File: config.mk
export PLATFORM = sky130hd
export DESIGN_NAME = mtm_alu_rx_ctrl
export DESIGN_NICKNAME = d
export VERILOG_FILES = /design/src/rtl/mtm_alu_rx_ctrl.sv
export SDC_FILE = /design/constraint.sdc
export NUM_CORES = 1
export LEC_CHECK = 0
export CORE_MARGIN = 2
export CORE_UTILIZATION = 51
export DETAILED_ROUTE_END_ITERATION = 10
export PLACE_DENSITY = 0.72
export SLEW_MARGIN = 20
export SYNTH_ARGS = -nofsm -noshare
export SYNTH_HDL_FRONTEND = slang
export SYNTH_SLANG_ARGS = --single-unit
File: constraint.sdc
create_clock -name clk -period 3.65 [get_ports clk]
set_input_delay 0.73 -clock clk [delete_from_list [all_inputs] [get_ports clk]]
set_output_delay 0.73 -clock clk [all_outputs]
set_load 0.005 [all_outputs]
File: src/rtl/mtm_alu_rx_ctrl.sv
`default_nettype none
`timescale 1ns/1ps
// ============================================================================
// Module      : mtm_alu_rx_ctrl
// Description : Serial command receiver for the mtm ALU core. Deserializes
//               11-bit frames from sin, assembles {B,A} and the opmode,
//               validates length / CRC-4 / opmode and hands valid commands
//               to the core over a valid/ready handshake.
//               Optional macro MTM_ALU_RX_TIMEOUT_EN discards a partial
//               packet after TIMEOUT_CYCLES idle cycles.
// Revision    : 1.0 - initial release
// ============================================================================
module mtm_alu_rx_ctrl #(
  parameter int unsigned TIMEOUT_CYCLES = 255
) (
  input  logic        clk,
  input  logic        rst_n,
  input  logic        sin,
  output logic [31:0] a_out,
  output logic [31:0] b_out,
  output logic [2:0]  op_out,
  output logic        op_valid,
  input  logic        op_ready,
  output logic        err_valid,
  output logic [2:0]  err_flags,
  output logic        cmd_drop,
  output logic        busy
);

  typedef enum logic [1:0] {
    S_IDLE    = 2'd0,
    S_TYPE    = 2'd1,
    S_PAYLOAD = 2'd2,
    S_STOP    = 2'd3
  } state_t;

  localparam logic [3:0] CNT_FULL   = 4'd8;
  localparam logic [3:0] CNT_POISON = 4'd9;

  state_t      state;
  state_t      state_nxt;
  logic [2:0]  bit_cnt;
  logic        frame_type;
  logic [7:0]  payload;
  logic [63:0] ba_sr;
  logic [3:0]  data_cnt;

  logic        frame_ok;
  logic        frame_bad;
  logic        data_done;
  logic        ctl_done;
  logic [2:0]  ctl_op;
  logic [3:0]  ctl_crc;
  logic [3:0]  crc_calc;
  logic        err_data;
  logic        err_crc;
  logic        err_op;
  logic        err_any;
  logic [2:0]  flags_nxt;
  logic        issue;
  logic        pending;
  logic        timeout_hit;

  // Serial CRC-4, x^4+x+1, init 0, MSB first.
  function automatic logic [3:0] crc4(input logic [67:0] d);
    logic [3:0] c;
    logic       fb;
    c = 4'd0;
    for (int i = 67; i >= 0; i--) begin
      fb = c[3] ^ d[i];
      c  = {c[2:0], 1'b0} ^ {2'b00, fb, fb};
    end
    return c;
  endfunction

  // Bit FSM state register.
  always_ff @(posedge clk or negedge rst_n) begin
    if (!rst_n) state <= S_IDLE;
    else        state <= state_nxt;
  end

  // Bit FSM next state and end-of-frame qualification.
  always_comb begin
    state_nxt = state;
    frame_ok  = 1'b0;
    frame_bad = 1'b0;
    case (state)
      S_IDLE:    if (!sin) state_nxt = S_TYPE;
      S_TYPE:    state_nxt = S_PAYLOAD;
      S_PAYLOAD: if (bit_cnt == 3'd7) state_nxt = S_STOP;
      S_STOP: begin
        state_nxt = S_IDLE;
        frame_ok  = sin;
        frame_bad = !sin;
      end
      default:   state_nxt = S_IDLE;
    endcase
  end

  // Frame type capture and MSB-first payload shift.
  always_ff @(posedge clk or negedge rst_n) begin
    if (!rst_n) begin
      bit_cnt    <= 3'd0;
      frame_type <= 1'b0;
      payload    <= 8'd0;
    end else if (state == S_TYPE) begin
      bit_cnt    <= 3'd0;
      frame_type <= sin;
    end else if (state == S_PAYLOAD) begin
      bit_cnt <= bit_cnt + 3'd1;
      payload <= {payload[6:0], sin};
    end
  end

  assign data_done = frame_ok && !frame_type;
  assign ctl_done  = frame_ok &&  frame_type;
  assign ctl_op    = payload[6:4];
  assign ctl_crc   = payload[3:0];
  assign crc_calc  = crc4({ba_sr, 1'b1, ctl_op});

  // Prioritised packet checks: length, then CRC, then opmode.
  always_comb begin
    err_data  = (data_cnt != CNT_FULL);
    err_crc   = (crc_calc != ctl_crc);
    err_op    = !((ctl_op == 3'b000) || (ctl_op == 3'b001) ||
                  (ctl_op == 3'b100) || (ctl_op == 3'b101));
    flags_nxt = 3'b000;
    if (err_data)     flags_nxt = 3'b100;
    else if (err_crc) flags_nxt = 3'b010;
    else if (err_op)  flags_nxt = 3'b001;
    err_any   = ctl_done && (flags_nxt != 3'b000);
    issue     = ctl_done && (flags_nxt == 3'b000);
  end

`ifdef MTM_ALU_RX_TIMEOUT_EN
  localparam int unsigned IDLE_W = $clog2(TIMEOUT_CYCLES + 1);
  logic [IDLE_W-1:0] idle_cnt;

  assign timeout_hit = (state == S_IDLE) && sin && (data_cnt != 4'd0) &&
                       (idle_cnt == IDLE_W'(TIMEOUT_CYCLES - 1));

  // Idle-gap counter; any start bit or an empty packet restarts it.
  always_ff @(posedge clk or negedge rst_n) begin
    if (!rst_n)
      idle_cnt <= '0;
    else if ((state != S_IDLE) || !sin || (data_cnt == 4'd0) || timeout_hit)
      idle_cnt <= '0;
    else
      idle_cnt <= idle_cnt + 1'b1;
  end
`else
  assign timeout_hit = 1'b0;
`endif

  // Packet assembly: {B,A} shift register and saturating DATA frame count.
  always_ff @(posedge clk or negedge rst_n) begin
    if (!rst_n) begin
      ba_sr    <= 64'd0;
      data_cnt <= 4'd0;
    end else begin
      if (data_done) ba_sr <= {ba_sr[55:0], payload};
      if (frame_bad)
        data_cnt <= CNT_POISON;
      else if (ctl_done || timeout_hit)
        data_cnt <= 4'd0;
      else if (data_done && (data_cnt != CNT_POISON))
        data_cnt <= data_cnt + 4'd1;
    end
  end

  // A command still waiting for the core blocks a new issue.
  assign pending = op_valid && !op_ready;

  // Error strobe, drop pulse and command handshake registers.
  always_ff @(posedge clk or negedge rst_n) begin
    if (!rst_n) begin
      err_valid <= 1'b0;
      err_flags <= 3'b000;
      cmd_drop  <= 1'b0;
      op_valid  <= 1'b0;
      a_out     <= 32'd0;
      b_out     <= 32'd0;
      op_out    <= 3'd0;
    end else begin
      err_valid <= err_any;
      err_flags <= err_any ? flags_nxt : 3'b000;
      cmd_drop  <= issue && pending;
      if (issue && !pending) begin
        op_valid <= 1'b1;
        a_out    <= ba_sr[31:0];
        b_out    <= ba_sr[63:32];
        op_out   <= ctl_op;
      end else if (op_valid && op_ready) begin
        op_valid <= 1'b0;
      end
    end
  end

  assign busy = (data_cnt != 4'd0) && (data_cnt <= CNT_FULL);

endmodule
`default_nettype wire

==> results.md, run 1 <==
* Layout area overhead at 32.4%
* YS warnings at 0
* Tightest Pin Transition at 844 ps
* Vias in the first global route at 4,497
* Sink Count at 155
* RSZ-0062 raised after global routing: true
* Worst-case reg-to-reg path depth at 13
* Die X-Extent at 124 µm
* Max-slew violation count at 0
* CP max stage delay at 500 ps
* Number of port buffers at 77
* Gpl congestion at 0.791
* Largest net degree at the start of global routing at 89
* WL met3 at 456 µm
* Fill count at 943
* H-tree levels at 4
* Finish-stage setup viols at 0
* Final hold viol count at 0
* Crit path max-delay family: XOR/XNOR gates
* Initial antenna violation count at 0
* First-pass GRT wire length at 23,700 µm
* Post-DR vias/cell at 5.22
* Cells after synthesis at 476
* Critical Path Stages at 13
* Crit path launch: ba_sr[58]
* Max-cap violations at 0
* Netlist cell types at 34
* Syn_nets at 490
* Mapped cell area at 7330 µm²
* Met2 WL at 8070 µm
* Reg2reg start: ba_sr[58]
* Crit path to: b_out[25]
* Setup slack after layout at 31.8 ps
* Setup TNS at 0 ps
* Nets at 643
* GRT Resource Usage Total at 0.210
* Post-route ant nets at 0
* Multi-input logic area at 3550 µm²
* CTS tree: built
* Routed WL at 15,400 µm
* CTS max path bufs at 2
* Final Skew at 9.87 ps
* Antenna cells at 0
* Place WS at -179 ps
* Cell Chain, Critical Path: xor2_2 > buf_4 > xnor2_2 > xnor3_2 > xnor2_4 > buf_4 > xnor3_1 > xnor2_2 > and3_4 > o2111ai_4 > buf_6 > clkbuf_16 > mux2_2
* Sequential share of the synthesized area at 0.529
* Met1 WL at 6620 µm
* Routed len/inst at 18.8 µm
* Number of remaining DRC errors at 0
* Worst Hold Class: input pin to async pin
* DIE HEIGHT at 124 µm
* Outcome: finished clean
* Clock latency on the worst-skew pair at 430 ps
* Io pins at 78
* Pre-antenna DRT Iters at 4
* Storage cell area at 3880 µm²
* CP Class: register to register
* CP max-delay cell: xnor3_2
* Reg2reg setup slack at 30 ps
* Slew Limit Headroom at 0.438
* Max Clock Freq at 276 MHz
* Post-synthesis register bit count at 155
* Starting Density at 0.526
* Startpoint Class: register
* Tmin final at 3620 ps
* WP data required at 3960 ps
* Clk Tree Root Cell: clkbuf_16
* Fin crit share at 0.991
* Highest metal used: met4
* Die area at 15,300 µm²
* Critical Path AT at 3930 ps
* GRT overflow at 0
* WP buf/inv at 4
* Max FO, Critical Path at 10
* CORE AREA at 13,900 µm²
* CTS Buf Count at 17
* # rows at 43
* Detailed Route Iter0 Violations at 196
* Placed Instances at 781
* Vias at 4,273
* RR Endpoint: b_out[25]
* Share of layout cells above drive strength 1 at 0.429
* Finished Layout Cells at 819
* Clk slew on worst S/H paths at 60 ps
* Post-DP HPWL at 10,300 µm
* Avg Synthesized Cell Area at 15.4 µm²
* Worst setup EP type: register
-- synth_stat cells --
cell | count | area, µm²
xor2_2 | 1 | 16.3
a22oi_1 | 1 | 7.51
xor2_1 | 16 | 140
clkbuf_1 | 9 | 33.8
mux2_4 | 29 | 435
ha_1 | 10 | 125
dfrtp_1 | 155 | 3880
or2_2 | 2 | 12.5
xnor2_1 | 51 | 447
nor2b_1 | 3 | 18.8
o21ai_0 | 9 | 45.0
a31oi_1 | 1 | 6.26
mux2_2 | 109 | 1230
xnor3_1 | 26 | 586
xor3_1 | 2 | 47.6
nand2b_1 | 2 | 12.5
and3_1 | 2 | 12.5
o31a_1 | 2 | 17.5
o31ai_1 | 1 | 7.51
a211oi_1 | 1 | 7.51
and2_1 | 2 | 12.5
buf_2 | 4 | 20.0
inv_1 | 9 | 33.8
mux2i_1 | 2 | 20.0
nor2_1 | 4 | 15.0
a21oi_1 | 3 | 15.0
nand2_1 | 8 | 30.0
xnor2_2 | 1 | 16.3
o2111ai_1 | 1 | 8.76
nand3_1 | 2 | 10.0
nor3_1 | 2 | 10.0
buf_6 | 3 | 33.8
nor4_1 | 1 | 6.26
nand3b_1 | 2 | 15.0
-- final cells by class --
cell class,instances,area share
multi-input combinational,296,0.366
clock inverter,8,0.0122
sequential,155,0.400
timing repair buffer,150,0.147
inverter,9,0.00348
clock buffer,21,0.0485
tap,180,0.0232
-- what timing repair did --
item,CTS,global route
hold buffers,0,0
buffers inserted,2,5
gates cloned,0,2
setup endpoints to repair,70,68
pin swaps,9,14
resized for setup,15,33
-- routing by layer --
layer  vias to the layer above  global-route usage
met2                        87               0.358
met5                         -                   0
met3                        20              0.0444
met1                      2197               0.268
met4                         0              0.0695
li1                       1969                   -
-- cells in the final DEF (no fill, tap or decap), drive strengths merged, types with 3 or more instances in the layout --
cell type,n
xnor3,26
bufinv,3
xor2,17
clkdlybuf4s50,76
clkbuf,23
nor2,4
buf,72
inv,9
dfrtp,155
mux2,138
xnor2,52
ha,10
o21ai,9
a21oi,3
nor2b,3
nand2,8
clkinv,5
-- stage by stage --
step / hold slack, ps / area (µm²) / utilization
global route: 452 / 9710 / 0.697
floorplan: 434 / 7330 / -
global placement: 470 / 8790 / 0.631
finish: 339 / 9710 / 0.697
detailed placement: 470 / 8790 / 0.631
CTS: 412 / 9460 / 0.679
-- registers in the layout, summed over array words and instances, names as in the netlist --
name        count
ba_sr          64
a_out          32
b_out          32
payload         8
data_cnt        4
bit_cnt         3
err_flags       3
op_out          3
state           2
cmd_drop        1
err_valid       1
frame_type      1
op_valid        1
-- worst register-to-register path, delay by kind of cell (launching register included) --
kind	cells	cell delay (ps)
compound gates	1	250
xor+xnor	6	1620
buf+inv	4	650
flops	1	460
mux	1	330
simple gates	1	200
-- how the worst min path moves through the flow --
stage                           end       from  depth (start not counted)
after floorplan            a_out[0]      rst_n                          0
after global placement    op_out[1]  op_out[1]                          1
after detailed placement  op_out[1]  op_out[1]                          1
after CTS                 a_out[21]      rst_n                          1
after global routing      a_out[21]      rst_n                          1
final                     a_out[25]      rst_n                          1
-- cell families (layout without fill, tap and decap cells) --
logic type               count (synthesis)  after routing  synth area share
flip-flops                             155            155             0.529
multiplexers                           140            140             0.230
XOR/XNOR                                97             97             0.171
AND/OR/NAND/NOR                         30             30            0.0212
buffers and inverters                   25            188            0.0166
AO/OA/AOI/OAI                           19             19            0.0157
adder cells (fa/ha/maj)                 10             10            0.0171
Power of run 1 is left out: the tool's default activity adds up to more than one toggle a clock period on the data nets, which glitch-free logic cannot reach.
==> run 2: changes to the inputs <==
CORE_UTILIZATION = 61   (was 51)
PLACE_DENSITY = 0.81   (was 0.72)
clock period = 4.4 ns   (was 3.65 ns; I/O delays follow)
==> run 2 against run 1 <==
  * First-iteration DRC count is 10% higher
  * Non-clock buffer count is 67 lower
  * Fmax down 7.7%
  * Flip-flop and latch count is the same
  * Critical endpoint is now b_out[29]
  * Highest routed layer unchanged
==> results.md, run 2 (same netlist as run 1, synthesis figures left out) <==
* Outcome: finished clean (unchanged)
* Max Clock Freq at 255 MHz (was 276 MHz)
* Tightest Pin Transition at 1020 ps (was 844 ps)
* WP data required at 4700 ps (was 3960 ps)
* Peak supply drop at 1.30 mV
* Worst setup EP type: register (unchanged)
* Post-DR vias/cell at 5.57 (was 5.22)
* Crit-path most repeated cell: xnor2_1
* Clock latency on the worst-skew pair at 420 ps (was 430 ps)
* Pre-antenna DRT Iters at 4 (unchanged)
* CP max-delay cell: xor3_1 (was xnor3_2)
* Number of port buffers at 77 (unchanged)
* Final hold viol count at 0 (unchanged)
* DIE HEIGHT at 114 µm (was 124 µm)
* Io pins at 78 (unchanged)
* Biggest regs: ba_sr (64), a_out (32), b_out (32) (unchanged)
* Tmin final at 3920 ps (was 3620 ps)
* # rows at 40 (was 43)
* H-tree levels at 4 (unchanged)
* GRT overflow at 0 (unchanged)
* Worst Hold Class: register to register (was input pin to async pin)
* CTS tree: built (unchanged)
* Number of remaining DRC errors at 0 (unchanged)
* Cell Chain, Critical Path: xnor2_1 > xnor3_1 > xnor2_1 > xor3_1 > xnor3_1 > xnor2_1 > nor3_1 > o2111ai_4 > buf_4 > mux2_2 (was xor2_2 > buf_4 > xnor2_2 > xnor3_2 > xnor2_4 > buf_4 > xnor3_1 > xnor2_2 > and3_4 > o2111ai_4 > buf_6 > clkbuf_16 > mux2_2)
* Die X-Extent at 114 µm (was 124 µm)
* Reg2reg setup slack at 480 ps (was 30 ps)
* Share of layout cells above drive strength 1 at 0.310 (was 0.429)
* Gates resized, CTS repair at 0 (was 15)
* Vias at 4,023 (was 4,273)
* Routed WL at 14,400 µm (was 15,400 µm)
* Max reg flops at 64 (unchanged)
* Met2 Use GR at 0.419 (was 0.358)
* Crit path launch: ba_sr[59] (was ba_sr[58])
* Post-CTS Setup Repair Bufs at 0 (was 2)
* Finish-stage setup viols at 0 (unchanged)
* Max FO, Critical Path at 31 (was 10)
* Reg2reg start: ba_sr[59] (was ba_sr[58])
* CP max stage delay at 450 ps (was 500 ps)
* Vias in the first global route at 4,325 (was 4,497)
* Largest net degree at the start of global routing at 100 (was 89)
* Clk slew on worst S/H paths at 60 ps (about the same)
* Post-DP HPWL at 9750 µm (was 10,300 µm)
* Max-cap violations at 0 (unchanged)
* Slew Limit Headroom at 0.322 (was 0.438)
* Setup TNS at 0 ps (unchanged)
* Sink Count at 155 (unchanged)
* RSZ-0062 raised after global routing: false (was true)
* RR Endpoint: b_out[29] (was b_out[25])
* Startpoint Class: register (unchanged)
* GR peak layer: met2 (unchanged)
* Routed len/inst at 19.9 µm (was 18.8 µm)
* Fin crit share at 0.891 (was 0.991)
* Hold_buf cts at 0 (unchanged)
* Post-route ant nets at 0 (unchanged)
* Clk Tree Root Cell: clkbuf_16 (unchanged)
* CP Class: register to register (unchanged)
* Pwr Density at 939 nW/µm²
* Finished Cell Area at 8940 µm² (was 9710 µm²)
* Most common cell after layout, fill and taps aside: dfrtp_1 (unchanged)
* Starting Density at 0.618 (was 0.526)
* First-pass GRT wire length at 23,500 µm (was 23,700 µm)
* Detailed Route Iter0 Violations at 216 (was 196)
* Most frequent cells in the layout: dfrtp_1 (155), mux2_2 (109), clkdlybuf4s50_1 (76), xnor2_1 (51), mux2_4 (29) (was dfrtp_1 (151), mux2_2 (98), clkdlybuf4s50_1 (76), buf_4 (62), mux2_4 (40))
* Nets at 576 (was 643)
* DP Area at 8270 µm² (was 8790 µm²)
* Max-slew violation count at 0 (unchanged)
* Leakage power at 0.00445 µW
* Top reg by flops: ba_sr (unchanged)
* Fill count at 749 (was 943)
* Layout area overhead at 21.9% (was 32.4%)
* Final Skew at 7.26 ps (was 9.87 ps)
* Initial antenna violation count at 0 (unchanged)
* GR Util met3 at 0.0537 (was 0.0444)
* CORE AREA at 11,900 µm² (was 13,900 µm²)
* Crit path to: b_out[29] (was b_out[25])
* CTS max path bufs at 2 (unchanged)
* CTS Buf Count at 17 (unchanged)
* Gpl congestion at 0.784 (was 0.791)
* Antenna cells at 0 (unchanged)
* Die area at 12,900 µm² (was 15,300 µm²)
* GRT met1 Usage at 0.300 (was 0.268)
* GRT Resource Usage Total at 0.242 (was 0.210)
* Worst-case reg-to-reg path depth at 10 (was 13)
* Critical Path AT at 4220 ps (was 3930 ps)
==> run 2: changes by cell type in the layout (fill, tap and decap cells not counted), moves of 3 or more <==
| cell | change |
|---|---|
| mux2_2 | +11 |
| xnor2_1 | +14 |
| dfrtp_1 | +4 |
| mux2_4 | -11 |
| clkbuf_1 | +3 |
| xnor3_2 | -6 |
| clkinv_2 | -3 |
| xnor2_2 | -13 |
| dfrtp_2 | -4 |
| buf_12 | -3 |
| buf_4 | -57 |
| xnor3_1 | +6 |
| buf_6 | -5 |
==> run 2: metal layers <==
layer / vias up / wire length (µm) / share of wire
met1: 2097 / 5960 / 0.41
met2: 74 / 7660 / 0.53
met5: - / 0 / 0
met3: 26 / 408 / 0.028
met4: 0 / 349 / 0.024
li1: 1826 / - / -
==> run 2: worst min-delay path by stage <==
stage	endpoint	depth (start not counted)	from
2_1_floorplan	ba_sr[7]	1	payload[7]
3_3_place_gp	op_out[1]	1	op_out[1]
3_5_place_dp	op_out[1]	1	op_out[1]
4_1_cts	op_out[1]	1	op_out[1]
5_1_grt	b_out[14]	1	b_out[14]
6_report	op_out[1]	1	op_out[1]
==> run 2: through the flow <==
stage                      util  worst slack [ps]  cells  hold slack, ps  total power, µW
after floorplan               -               839    476             477             5820
after global placement    0.698               650    690             469             6590
after detailed placement  0.698               487    690             475             6790
after CTS                 0.754               459    722             497             8450
after global routing      0.754               268    722             520             8860
final                     0.754               478    722             492             8390
==> run 2: layout make-up <==
class	instances	area [µm²]	area share
clock buffers	26	509	0.0570
well taps	147	184	0.0206
multi-input cells	296	3350	0.375
clock inverters	6	155	0.0174
flip-flops and latches	155	3880	0.434
repair buffers	83	830	0.0928
inverters	9	33.8	0.00378
==> run 2: power breakdown <==
part | internal [µW] | leakage, µW | switching (µW)
Clock | 1080 | 0.000325 | 543
Sequential | 1690 | 0.00211 | 343
Combinational | 2730 | 0.00201 | 2010
==> run 2: critical path, delay by kind of cell (launching register included) <==
kind | cells | cell delay [ps]
buffers and inverters | 1 | 410
AO/OA/AOI/OAI | 1 | 250
AND/OR/NAND/NOR | 1 | 130
flip-flops | 1 | 430
XOR/XNOR | 6 | 2190
multiplexers | 1 | 390
Note: power is estimated with default switching activity, not from simulation.
